File: src/rtl/fp_pkg.sv
// fp_pkg: shared floating-point class codes, divider FSM states and exponent constants
package fp_pkg;

    localparam logic [2:0] st_NORM = 3'd0;
    localparam logic [2:0] st_ZERO = 3'd1;
    localparam logic [2:0] st_SUBN = 3'd2;
    localparam logic [2:0] st_INF  = 3'd3;
    localparam logic [2:0] st_NAN  = 3'd4;

    typedef enum logic [1:0] {sIdle, sDiv, sRound, sDone} divState_t;

    function automatic int fBias(input int expW);
        return (1 << (expW - 1)) - 1;
    endfunction

    function automatic int fExpOnes(input int expW);
        return (1 << expW) - 1;
    endfunction

endpackage

File: src/rtl/fp_classify.sv
// fp_classify: combinational IEEE754 operand class decode (sign excluded)
module fp_classify
    import fp_pkg::*;
#(
    parameter int pExpW = 8,
    parameter int pManW = 23
) (
    input  logic [pExpW+pManW-1:0] iv_Op,
    output logic [2:0]             ov_Class
);

    // all-ones exponent is INF/NAN, zero exponent is ZERO/SUBN, anything else is normal
    always_comb begin
        ov_Class = (&iv_Op[pExpW+pManW-1:pManW]) ? ((|iv_Op[pManW-1:0]) ? st_NAN : st_INF) :
                   (~|iv_Op[pExpW+pManW-1:pManW]) ? ((|iv_Op[pManW-1:0]) ? st_SUBN : st_ZERO) : st_NORM;
    end

endmodule

File: src/rtl/fp_div.sv
// fp_div: multi-cycle IEEE754 divider, restoring radix-2; define FP_DIV_RNE_EN for round-to-nearest-even, else truncate
module fp_div
    import fp_pkg::*;
#(
    parameter int pPrecision = 1,
    parameter int pWidthExp  = 8,
    parameter int pWidthMan  = 23,
    localparam int pExpW = (pPrecision == 1) ? 8 : (pPrecision == 2) ? 11 : pWidthExp,
    localparam int pManW = (pPrecision == 1) ? 23 : (pPrecision == 2) ? 52 : pWidthMan,
    localparam int W     = pExpW + pManW + 1
) (
    input  logic         i_Clk,
    input  logic         i_Rst,
    input  logic         i_ClkEn,
    input  logic         i_Dv,
    output logic         o_Ready,
    input  logic [W-1:0] iv_InputA,
    input  logic [W-1:0] iv_InputB,
    output logic         o_Dv,
    output logic [W-1:0] ov_Result,
    output logic         o_Overflow,
    output logic         o_Underflow,
    output logic         o_NAN,
    output logic         o_PINF,
    output logic         o_NINF,
    output logic         o_DivByZero
);

    localparam int pIter = pManW + 3;
    localparam int pCntW = $clog2(pIter);
    localparam logic signed [pExpW+1:0] cBias = (pExpW + 2)'(fBias(pExpW));
    localparam logic signed [pExpW+1:0] cOnes = (pExpW + 2)'(fExpOnes(pExpW));

    divState_t stateQ, stateD;
    logic [2:0] clsA, clsB;
    logic zeroA, zeroB, infA, infB, spNan, spInf, spZero;
    logic [pCntW-1:0] cntQ;
    logic [pManW+1:0] remQ;
    logic [pManW:0] divQ, remSub;
    logic remGe;
    logic [pIter-1:0] quoQ;
    logic signed [pExpW+1:0] expQ, expF;
    logic signQ, nanQ, infQ, zeroQ, dbzQ, subnQ;
    logic norm, inc, ovf, unf, resInf;
    logic [pManW-1:0] manT, manR;
    logic [W-1:0] resD;

    fp_classify #(.pExpW(pExpW), .pManW(pManW)) uClassA (.iv_Op(iv_InputA[W-2:0]), .ov_Class(clsA));
    fp_classify #(.pExpW(pExpW), .pManW(pManW)) uClassB (.iv_Op(iv_InputB[W-2:0]), .ov_Class(clsB));

    // special-case decision at accept; subnormals are flushed to zero
    always_comb begin
        zeroA  = clsA == st_ZERO || clsA == st_SUBN;
        zeroB  = clsB == st_ZERO || clsB == st_SUBN;
        infA   = clsA == st_INF;
        infB   = clsB == st_INF;
        spNan  = clsA == st_NAN || clsB == st_NAN || (zeroA && zeroB) || (infA && infB);
        spInf  = !spNan && (zeroB || infA);
        spZero = !spNan && !spInf && (zeroA || infB);
    end

    // one restoring-division step, then normalize/round/pack the finished quotient
    always_comb begin
        remGe  = remQ >= {1'b0, divQ};
        remSub = remQ[pManW:0] - divQ;
        norm   = quoQ[pIter-1];
        manT   = norm ? quoQ[pIter-2:2] : quoQ[pIter-3:1];
`ifdef FP_DIV_RNE_EN
        inc    = norm ? quoQ[1] && (quoQ[0] || (|remQ) || manT[0]) : quoQ[0] && ((|remQ) || manT[0]);
`else
        inc    = 1'b0;
`endif
        manR   = manT + pManW'(inc);
        expF   = expQ - (pExpW + 2)'(!norm) + (pExpW + 2)'(inc && (&manT));
        ovf    = !(nanQ || infQ || zeroQ) && !expF[pExpW+1] && expF >= cOnes;
        unf    = !(nanQ || infQ || zeroQ) && (expF[pExpW+1] || expF == '0);
        resInf = infQ || ovf;
        resD   = nanQ ? {1'b0, {pExpW{1'b1}}, 1'b1, {(pManW - 1){1'b0}}} :
                 resInf ? {signQ, {pExpW{1'b1}}, {pManW{1'b0}}} :
                 (zeroQ || unf) ? {signQ, {(W - 1){1'b0}}} : {signQ, expF[pExpW-1:0], manR};
    end

    // next state; handshake outputs decode straight from the state
    always_comb begin
        stateD = stateQ;
        unique case (stateQ)
            sIdle:   stateD = i_Dv ? sDiv : sIdle;
            sDiv:    stateD = (cntQ == pCntW'(pIter - 1)) ? sRound : sDiv;
            sRound:  stateD = sDone;
            default: stateD = sIdle;
        endcase
        o_Ready = stateQ == sIdle;
        o_Dv    = stateQ == sDone;
    end

    // control state and registered results; reset overrides the clock enable
    always_ff @(posedge i_Clk) begin
        if (i_Rst) begin
            stateQ      <= sIdle;
            ov_Result   <= '0;
            o_Overflow  <= 1'b0;
            o_Underflow <= 1'b0;
            o_NAN       <= 1'b0;
            o_PINF      <= 1'b0;
            o_NINF      <= 1'b0;
            o_DivByZero <= 1'b0;
        end else if (i_ClkEn) begin
            stateQ <= stateD;
            if (stateQ == sRound) begin
                ov_Result   <= resD;
                o_Overflow  <= ovf;
                o_Underflow <= unf || subnQ;
                o_NAN       <= nanQ;
                o_PINF      <= resInf && !signQ;
                o_NINF      <= resInf && signQ;
                o_DivByZero <= dbzQ;
            end
        end
    end

    // operand capture on accept and one quotient bit per enabled DIV cycle
    always_ff @(posedge i_Clk) begin
        if (i_ClkEn) begin
            if (stateQ == sIdle && i_Dv) begin
                cntQ  <= '0;
                remQ  <= {2'b01, iv_InputA[pManW-1:0]};
                divQ  <= {1'b1, iv_InputB[pManW-1:0]};
                expQ  <= $signed({2'b00, iv_InputA[W-2:pManW]}) - $signed({2'b00, iv_InputB[W-2:pManW]}) + cBias;
                signQ <= iv_InputA[W-1] ^ iv_InputB[W-1];
                nanQ  <= spNan;
                infQ  <= spInf;
                zeroQ <= spZero;
                dbzQ  <= !spNan && zeroB && !infA;
                subnQ <= clsA == st_SUBN || clsB == st_SUBN;
            end
            if (stateQ == sDiv) begin
                cntQ <= cntQ + pCntW'(1);
                remQ <= {remGe ? remSub : remQ[pManW:0], 1'b0};
                quoQ <= {quoQ[pIter-2:0], remGe};
            end
        end
    end

endmodule

File: config.mk
export PLATFORM = sky130hd
export DESIGN_NAME = fp_div
export DESIGN_NICKNAME = d
export VERILOG_FILES = /design/src/rtl/fp_pkg.sv /design/src/rtl/fp_classify.sv /design/src/rtl/fp_div.sv
export SDC_FILE = /design/constraint.sdc
export NUM_CORES = 1
export LEC_CHECK = 0
export ABC_AREA = 1
export CORE_MARGIN = 2
export CORE_UTILIZATION = 49
export CTS_BUF_LIST = sky130_fd_sc_hd__clkbuf_8
export DETAILED_ROUTE_END_ITERATION = 10
export DONT_BUFFER_PORTS = 1
export MAX_ROUTING_LAYER = met4
export SETUP_SLACK_MARGIN = 0.5
export SLEW_MARGIN = 20
export SYNTH_ARGS = -nofsm -noshare
export SYNTH_HDL_FRONTEND = slang
export SYNTH_HIERARCHICAL = 1
export SYNTH_SLANG_ARGS = --single-unit
File: constraint.sdc
create_clock -name i_Clk -period 4 [get_ports i_Clk]
set_input_delay 0.8 -clock i_Clk [delete_from_list [all_inputs] [get_ports i_Clk]]
set_output_delay 0.8 -clock i_Clk [all_outputs]
set_load 0.005 [all_outputs]
==> impl_metrics.toml, run 1 <==
[routing]
top_layer = "met4"
wl_met2_mm = 7.87
routed_wl_mm = 18.5
viasPerCell = 5.18
final_antenna_net_count = 0
vias = 6499
dr.pass1.iters = 5
drc = 0
wl_per_cell_um = 14.7
wl_met1_mm = 9.02
met3_length_mm = 1.33
drtIter0Drc = 401

[sta]
slew-limit-headroom = 0.499
setup_violations = 0
skew_ns = 0.0131
hold_violations = 0
tns_ns = 0
worst_slew_pin_slew_ns = 0.749
min_period_over_period = 0.717
fmaxAchievable_ghz = 0.348
hold_slack_ns = 0.403
rsz0062_at_grt = "false"
slew_violations = 0
layout_min_cycle_time_ns = 2.87

[yosys]
yosysSeqAreaShare = 0.447
ys_ff_latch = 135
syn_inst = 1015
syn_area_per_cell_um2 = 8.05
yosysTopAreaCell = "edfxtp_1"
synth-main-ff-cell = "edfxtp_1"
synth_cell_types = 46
synthArstFlopShare = 0
synth_area_leaders = "edfxtp_1, nand2_1, dfxtp_1"
synth_fa_ha_area_frac = 0.0600
synthTopCellsByCount = "nand2_1, nor2_1, inv_1"
yosys.area_share.simple = 0.282
yosysWarningCount = 6
syn-cell-area_mm2 = 0.00817
synth_nets = 1121
synth-edff-count = 95
synth_xor_area_frac = 0.0321
muxShareOfSynthArea = 0
synth_top_area_frac = 0.349
synth_top_family_by_area = "simple AND/OR/NAND/NOR gates"
yosysMostFrequentCell = "nand2_1"
synth_compound_area_frac = 0.111

[cts]
clk_pin_slew_worst_paths_ns = 0.09
ctsHoldBuffers = 0
cts_resized = 0
cts_tree = "built"
clk_latency_ns = 0.46
htree_levels = 4
cts_buffers = 17
clock-sinks = 135
clockRootBuffer = "clkbuf_8"
cts_max_path_buffers = 2
cts_setup_buffers = 0

[finish]
layout-drive-gt1-share = 0.118
n_fill_cell = 1635
area_delta_synth_final_pct = 7.21
n_antenna_cell = 0
nets = 1127

[worst_setup_path]
required_ns = 4.21
endpoint_kind = "flip-flop"
critical_path_class = "reg -> reg"
worstPathArrival_ns = 3.08
worst-path-max-fanout = 24
cp-start-kind = "flip-flop"

[global_routing]
gr-total-overflow = 0
grt_max_degree = 31
grt_antenna_before_repair = 0
track_usage = 0.219
grt_pass1_vias = 6107
grt_pass1_wl_mm = 29.8

[power_and_ir_drop]
leakage_nw = 3.70
peakVddDrop_mv = 0.237
p_per_area_mw_per_mm2 = 365

[floorplan]
coreArea_mm2 = 0.0165
core.rowCount = 47
dieWidth_um = 133
die_area_mm2 = 0.0177
boundaryPins = 108
initial_utilization = 0.496
die_h_um = 133

[min_path]
min_path_type = "in -> reg"

[placement]
dp_hpwl_mm = 13.7
port_buffers = 0
gp_congestion = 0.887

[flow_run]
cap_violations = 0

[status]
outcome = "finished clean"
[path summary, 6_finish.rpt]
path	from	end	slack (ns)	cells after the start
setup / recovery	remQ[10]	remQ[7]	1.13	10
hold / removal	i_Rst	ov_Result[18]	0.40	1
hold reg to reg	quoQ[0]	quoQ[1]	0.43	0
setup reg to reg	remQ[10]	remQ[7]	1.13	10
[cell usage in the layout, fill, tap and decap left out, types with 3 or more instances in the layout]
cell type and instances:
inv_4 3, clkbuf_8 17, nor2_1 126, a21oi_2 20
edfxtp_1 95, clkinv_1 3, a21oi_1 54, o211ai_1 9
buf_4 11, nand2_1 280, nand2_2 28, ha_1 36
nor3_1 9, o21ai_0 41, a21boi_0 3, nor2_2 12
inv_1 103, a21o_1 6, nor2_4 5, inv_8 6
dfxtp_1 40, o21ai_1 9, a31oi_1 3, nand4_1 12
nand3_1 38, nand3_2 5, xnor2_1 12, nand3b_1 4
xor2_1 18
[cells by family (layout without fill, tap and decap cells)]
kind of cell | count (synthesis) | after routing
buf+inv | 131 | 150
fa+ha+maj | 38 | 38
xor+xnor | 30 | 30
simple gates | 528 | 528
flops | 135 | 135
compound gates | 153 | 153
[per-layer routing]
metal / global-route usage / up-vias
li1: - / 3352
met1: 0.297 / 2932
met2: 0.323 / 195
met3: 0.0601 / 20
met4: 0.0644 / 0
met5: - / -
[flip-flops by register name, summed over array words and instances (netlist names), 2 cells and up]
register / count
quoQ: 26
ov_Result: 32
cntQ: 5
expQ: 10
stateQ: 2
divQ: 23
remQ: 25
[per-stage QoR]
stage                     instance area, um^2  cells  utilization  power (mW)  setup WS (ns)
after floorplan                          8170   1015            -        2.04           1.02
after global placement                   8400   1222        0.510        2.14           1.16
after CTS                                8760   1254        0.532        3.23           1.12
after global routing                     8760   1254        0.532        3.36          0.833
final                                    8760   1254        0.532        3.20           1.13
after detailed placement                 8400   1222        0.510        2.14           1.11
[power breakdown]
group          switching (mW)  total, mW  internal, mW
clock network           0.630       1.09         0.456
registers              0.0317       1.60          1.57
logic                   0.333      0.515         0.182
[critical path, stage by stage (launching register included)]
cell	delay, ns
edfxtp_1	0.41
ha_1	0.37
a21oi_1	0.25
o21ai_1	0.13
a21oi_1	0.19
inv_1	0.07
a21oi_2	0.18
nand3_2	0.40
buf_4	0.35
o211ai_1	0.20
nand2_1	0.07
[area by class of cell]
cell class | count | area, um^2 | area share
Multi-Input combinational cell | 749 | 3980 | 0.455
Timing Repair Buffer | 11 | 82.6 | 0.00942
Tap cell | 220 | 275 | 0.0314
Clock buffer | 17 | 234 | 0.0267
Inverter | 107 | 402 | 0.0458
Sequential cell | 135 | 3650 | 0.417
Clock inverter | 15 | 133 | 0.0151
Note: power is estimated with default switching activity, not from simulation.
==> inputs of run 2 (changes only) <==
- clock period: 4 -> 2.8 ns (I/O delays scaled with it)
==> impl_metrics.toml, run 2 (synthesis gave the netlist of run 1 again) <==
[power_and_ir_drop]
p_per_area_mw_per_mm2 = 500
peakVddDrop_mv = 0.302
leakage_nw = 3.94
power.total_mw = 4.81

[finish]
n_antenna_cell = 0
n_fill_cell = 1559
multi_input_area_mm2 = 0.00449
final_cell_mix = "nand2_1, nor2_1, inv_1"
regMostFlops = "ov_Result"
largest_reg_flops = 32
nets = 1161
fin_util = 0.584
reg_top3 = "ov_Result (32), quoQ (26), remQ (25)"
layout_commonest_cell = "nand2_1"
area_delta_synth_final_pct = 17.7
layout-drive-gt1-share = 0.212
register_area_mm2 = 0.00365

[sta]
rsz0062_at_grt = "true"
fmaxAchievable_ghz = 0.417
layout_min_cycle_time_ns = 2.40
min_period_over_period = 0.857
hold_slack_ns = 0.151
slew-limit-headroom = 0.635
skew_ns = 0.0130
slew_violations = 0
setup_slack_ns = 0.400
tns_ns = 0
setup_violations = 0
hold_violations = 0
worst_slew_pin_slew_ns = 0.548

[placement]
port_buffers = 0
pre_cts_ws_ns = 0.293
gp_congestion = 0.918
dp_hpwl_mm = 13.8

[cts]
clockRootBuffer = "clkbuf_8"
htree_levels = 4
clk_latency_ns = 0.47
cts_tree = "built"
cts_max_path_buffers = 2
cts_buffers = 17
clk_pin_slew_worst_paths_ns = 0.10
clock-sinks = 135
ctsHoldBuffers = 0

[worst_setup_path]
worst-path-max-fanout = 7
cp-start-kind = "flip-flop"
timing.rr.start = "remQ[12]"
r2r-end = "remQ[16]"
slowest_delay_ns = 0.45
reg2reg_depth = 11
worst-r2r-setup-slack_ns = 0.40
endpoint_kind = "flip-flop"
worstPathArrival_ns = 2.62
cp_cell_sequence = "ha_4 -> a21oi_2 -> o21ai_2 -> a21oi_2 -> inv_2 -> a21oi_4 -> nand3_4 -> buf_4 -> buf_6 -> o21ai_0 -> o21ai_0"
path_buf_inv = 3
cp_top_family = "compound AO/OA/AOI/OAI gates"
crit_slowest_cell = "edfxtp_1"
required_ns = 3.02
critical_path_class = "reg -> reg"

[global_routing]
grt_antenna_before_repair = 0
grt_pass1_vias = 6342
gr-total-overflow = 0
track_usage = 0.229
grt_pass1_wl_mm = 31.3
grt_max_degree = 40

[min_path]
holdPathEnd = "ov_Result[17]"
hp-start = "i_Rst"
min_path_type = "in -> reg"
hold_path_depth = 1

[flow_run]
cap_violations = 0

[routing]
wl_per_cell_um = 15.7
final_antenna_net_count = 0
vias = 6733
drc = 0
top_layer = "met4"
wl_met2_mm = 9.11
dr.pass1.iters = 5
drtIter0Drc = 400
viasPerCell = 5.23
wl_met1_mm = 9.60
met3_length_mm = 1.30
routed_wl_mm = 20.2

[floorplan]
die_h_um = 133
dieWidth_um = 133
core.rowCount = 47
boundaryPins = 108
coreArea_mm2 = 0.0165
initial_utilization = 0.496
die_area_mm2 = 0.0177

[status]
outcome = "finished clean"
-- run 2: where the power goes --
group / switching, mW / internal (mW) / total (mW)
combinational: 0.563 / 0.402 / 0.965
sequential: 0.0563 / 2.24 / 2.29
clock: 0.900 / 0.649 / 1.55
total: 1.52 / 3.29 / 4.81
-- run 2: repair_timing --
item / CTS / global route
setup buffers: 8 / 17
setup endpoints to repair: 46 / 46
gates cloned: 1 / 6
pin swaps: 7 / 11
resized for setup: 30 / 63
-- run 2: worst max path at each step --
stage	from	endpoint	slack (ns)	depth (start not counted)
2_1_floorplan	iv_InputA[23]	expQ[7]	0.42	12
3_3_place_gp	iv_InputA[23]	expQ[7]	0.31	12
3_5_place_dp	iv_InputA[23]	expQ[7]	0.29	12
4_1_cts	remQ[0]	remQ[9]	0.45	10
5_1_grt	remQ[7]	remQ[1]	0.29	9
6_report	remQ[12]	remQ[16]	0.40	11
-- run 2: layout make-up --
| type | instances | share of cell area |
|---|---|---|
| Clock buffer | 17 | 0.0243 |
| Sequential cell | 135 | 0.380 |
| Tap cell | 220 | 0.0286 |
| Inverter | 107 | 0.0417 |
| Clock inverter | 15 | 0.0142 |
| Timing Repair Buffer | 43 | 0.0451 |
| Multi-Input combinational cell | 751 | 0.466 |
-- run 2: metal layers --
layer	GRT usage	vias to the layer above
met1	0.322	3116
met2	0.334	176
met5	-	-
met4	0.0573	0
li1	-	3424
met3	0.0582	17
-- run 2: worst register-to-register path, delay by kind of cell (launching register included) --
kind	cells	cell delay, ns
compound gates	6	0.80
flops	1	0.45
buf+inv	3	0.39
fa+ha+maj	1	0.29
simple gates	1	0.22
-- run 2: per-stage QoR --
stage	area (um^2)	cells
after detailed placement	8460	1224
after CTS	9080	1265
final	9620	1288
after floorplan	8220	1015
after global placement	8460	1224
after global routing	9620	1288
==> inputs of run 3 (changes only) <==
- PLACE_DENSITY: default -> 0.66
- clock period: 2.8 -> 2.12 ns (I/O delays scaled with it)
==> impl_metrics.toml, run 3 (synthesis gave the netlist of run 1 again) <==
[finish]
regMostFlops = "ov_Result"
area_delta_synth_final_pct = 35.1
fin_util = 0.671
layout-drive-gt1-share = 0.354
n_antenna_cell = 0
fin_cells = 1373
largest_reg_flops = 32
layout_commonest_cell = "nand2_1"
n_fill_cell = 1325
register_area_mm2 = 0.00365
final_cell_mix = "nand2_1, buf_4, edfxtp_1"
reg_top3 = "ov_Result (32), quoQ (26), remQ (25)"
multi_input_area_mm2 = 0.00505
nets = 1246

[worst_setup_path]
cpMostUsedCell = "a21oi_2"
worst-path-max-fanout = 5
worstPathArrival_ns = 2.56
endpoint_kind = "flip-flop"
cp_top_family = "compound AO/OA/AOI/OAI gates"
crit_slowest_cell = "edfxtp_1"
cp_cell_sequence = "ha_4 -> a21oi_4 -> o21ai_2 -> a21oi_2 -> inv_1 -> a21oi_2 -> nand3_4 -> buf_6 -> clkbuf_16 -> o211ai_1 -> nand2_1"
critical_path_class = "reg -> reg"
path_buf_inv = 3
slowest_delay_ns = 0.44
required_ns = 2.34
cp-start-kind = "flip-flop"

[cts]
clock-sinks = 135
cts_max_path_buffers = 2
cts_tree = "built"
htree_levels = 4
cts_buffers = 17
clockRootBuffer = "clkbuf_8"
clk_latency_ns = 0.47
clk_pin_slew_worst_paths_ns = 0.09

[power_and_ir_drop]
peakVddDrop_mv = 0.435
leakage_nw = 4.62
p_per_area_mw_per_mm2 = 613

[status]
violations = "setup timing"
outcome = "complete, but fails checks"

[sta]
hold_violations = 0
rsz0062_at_grt = "true"
hold_slack_ns = 0.0247
setup_violations = 50
fmaxAchievable_ghz = 0.428
worst_slew_pin_slew_ns = 0.414
setup_slack_ns = -0.217
layout_min_cycle_time_ns = 2.34
skew_ns = 0.0173
slew-limit-headroom = 0.724
min_period_over_period = 1.10
slew_violations = 0

[floorplan]
coreArea_mm2 = 0.0165
initial_utilization = 0.496
dieWidth_um = 133
die_h_um = 133
die_area_mm2 = 0.0177
boundaryPins = 108
core.rowCount = 47

[global_routing]
grt_pass1_vias = 6835
grt_max_degree = 40
grt_pass1_wl_mm = 33.4
track_usage = 0.245
grt_antenna_before_repair = 0
gr-total-overflow = 0

[routing]
viasPerCell = 5.15
wl_per_cell_um = 15.7
drc = 0
drtIter0Drc = 477
dr.pass1.iters = 5
vias = 7076
final_antenna_net_count = 0
routed_wl_mm = 21.5

[min_path]
min_path_type = "in -> reg"

[placement]
placedCellCount = 1301
gp_congestion = 0.894
dp_hpwl_mm = 14.4
port_buffers = 0

[flow_run]
cap_violations = 0
run 3: cell types whose count changed in the layout (fill, tap and decap cells not counted), moves of 7 or more:
cell,previous run,this run
nor2_2,18,29
nor2_4,7,23
a21oi_1,41,32
inv_1,99,84
nor2_1,120,91
inv_2,6,18
nand3_2,6,16
nand2_1,272,256
buf_4,35,99
a21oi_2,29,36
nand2_4,3,24
buf_6,1,16
nand3_1,35,24
run 3: through the flow:
step / power [mW] / worst slack [ns] / setup TNS, ns / instance area, um^2
3_5_place_dp: 4.39 / -0.147 / -2.75 / 9540
2_1_floorplan: 3.98 / -0.0321 / -0.599 / 8710
6_report: 6.77 / -0.217 / -4.41 / 11000
4_1_cts: 6.55 / -0.127 / -2.82 / 10300
3_3_place_gp: 4.38 / -0.193 / -2.79 / 9540
5_1_grt: 7.09 / -0.327 / -12.70 / 11000
run 3: routing by layer:
| metal | up-vias | track usage | part of all wire |
|---|---|---|---|
| met2 | 186 | 0.390 | 0.47 |
| met3 | 26 | 0.0540 | 0.059 |
| met5 | - | - | 0 |
| li1 | 3586 | - | - |
| met1 | 3278 | 0.317 | 0.46 |
| met4 | 0 | 0.0680 | 0.015 |
run 3: timing repair:
action	in CTS	in global routing
hold buffers	2	0
gates cloned	3	5
hold endpoints to repair	25	0
gates resized for setup	63	110
setup buffers	9	21
pin swaps	20	30
endpoints found under the setup margin	62	69
run 3: worst paths after layout:
| path | slack (ns) | depth (start not counted) | end | from |
|---|---|---|---|---|
| hold reg to reg | 0.45 | 0 | quoQ[1] | quoQ[0] |
| hold / removal | 0.02 | 1 | stateQ[1] | i_Rst |
| setup / recovery | -0.22 | 11 | remQ[11] | remQ[10] |
| setup reg to reg | -0.22 | 11 | remQ[11] | remQ[10] |
run 3: worst register-to-register path, stage by stage, from the launching register on:
cell,delay [ns]
edfxtp_1,0.44
ha_4,0.27
a21oi_4,0.20
o21ai_2,0.09
a21oi_2,0.15
inv_1,0.07
a21oi_2,0.20
nand3_4,0.16
buf_6,0.17
clkbuf_16,0.15
o211ai_1,0.16
nand2_1,0.06
run 3: where the power goes:
part	switching [mW]	leakage, nW	internal, mW	total [mW]
clock network	1.23	0.185	0.858	2.09
logic	0.882	3.24	0.772	1.65
registers	0.0762	1.20	2.96	3.03
run 3: area by class of cell:
type / instances / area share
Multi-Input combinational cell: 749 / 0.457
Sequential cell: 135 / 0.331
Timing Repair Buffer: 130 / 0.113
Inverter: 107 / 0.0406
Tap cell: 220 / 0.0249
Clock buffer: 17 / 0.0212
Clock inverter: 15 / 0.0121
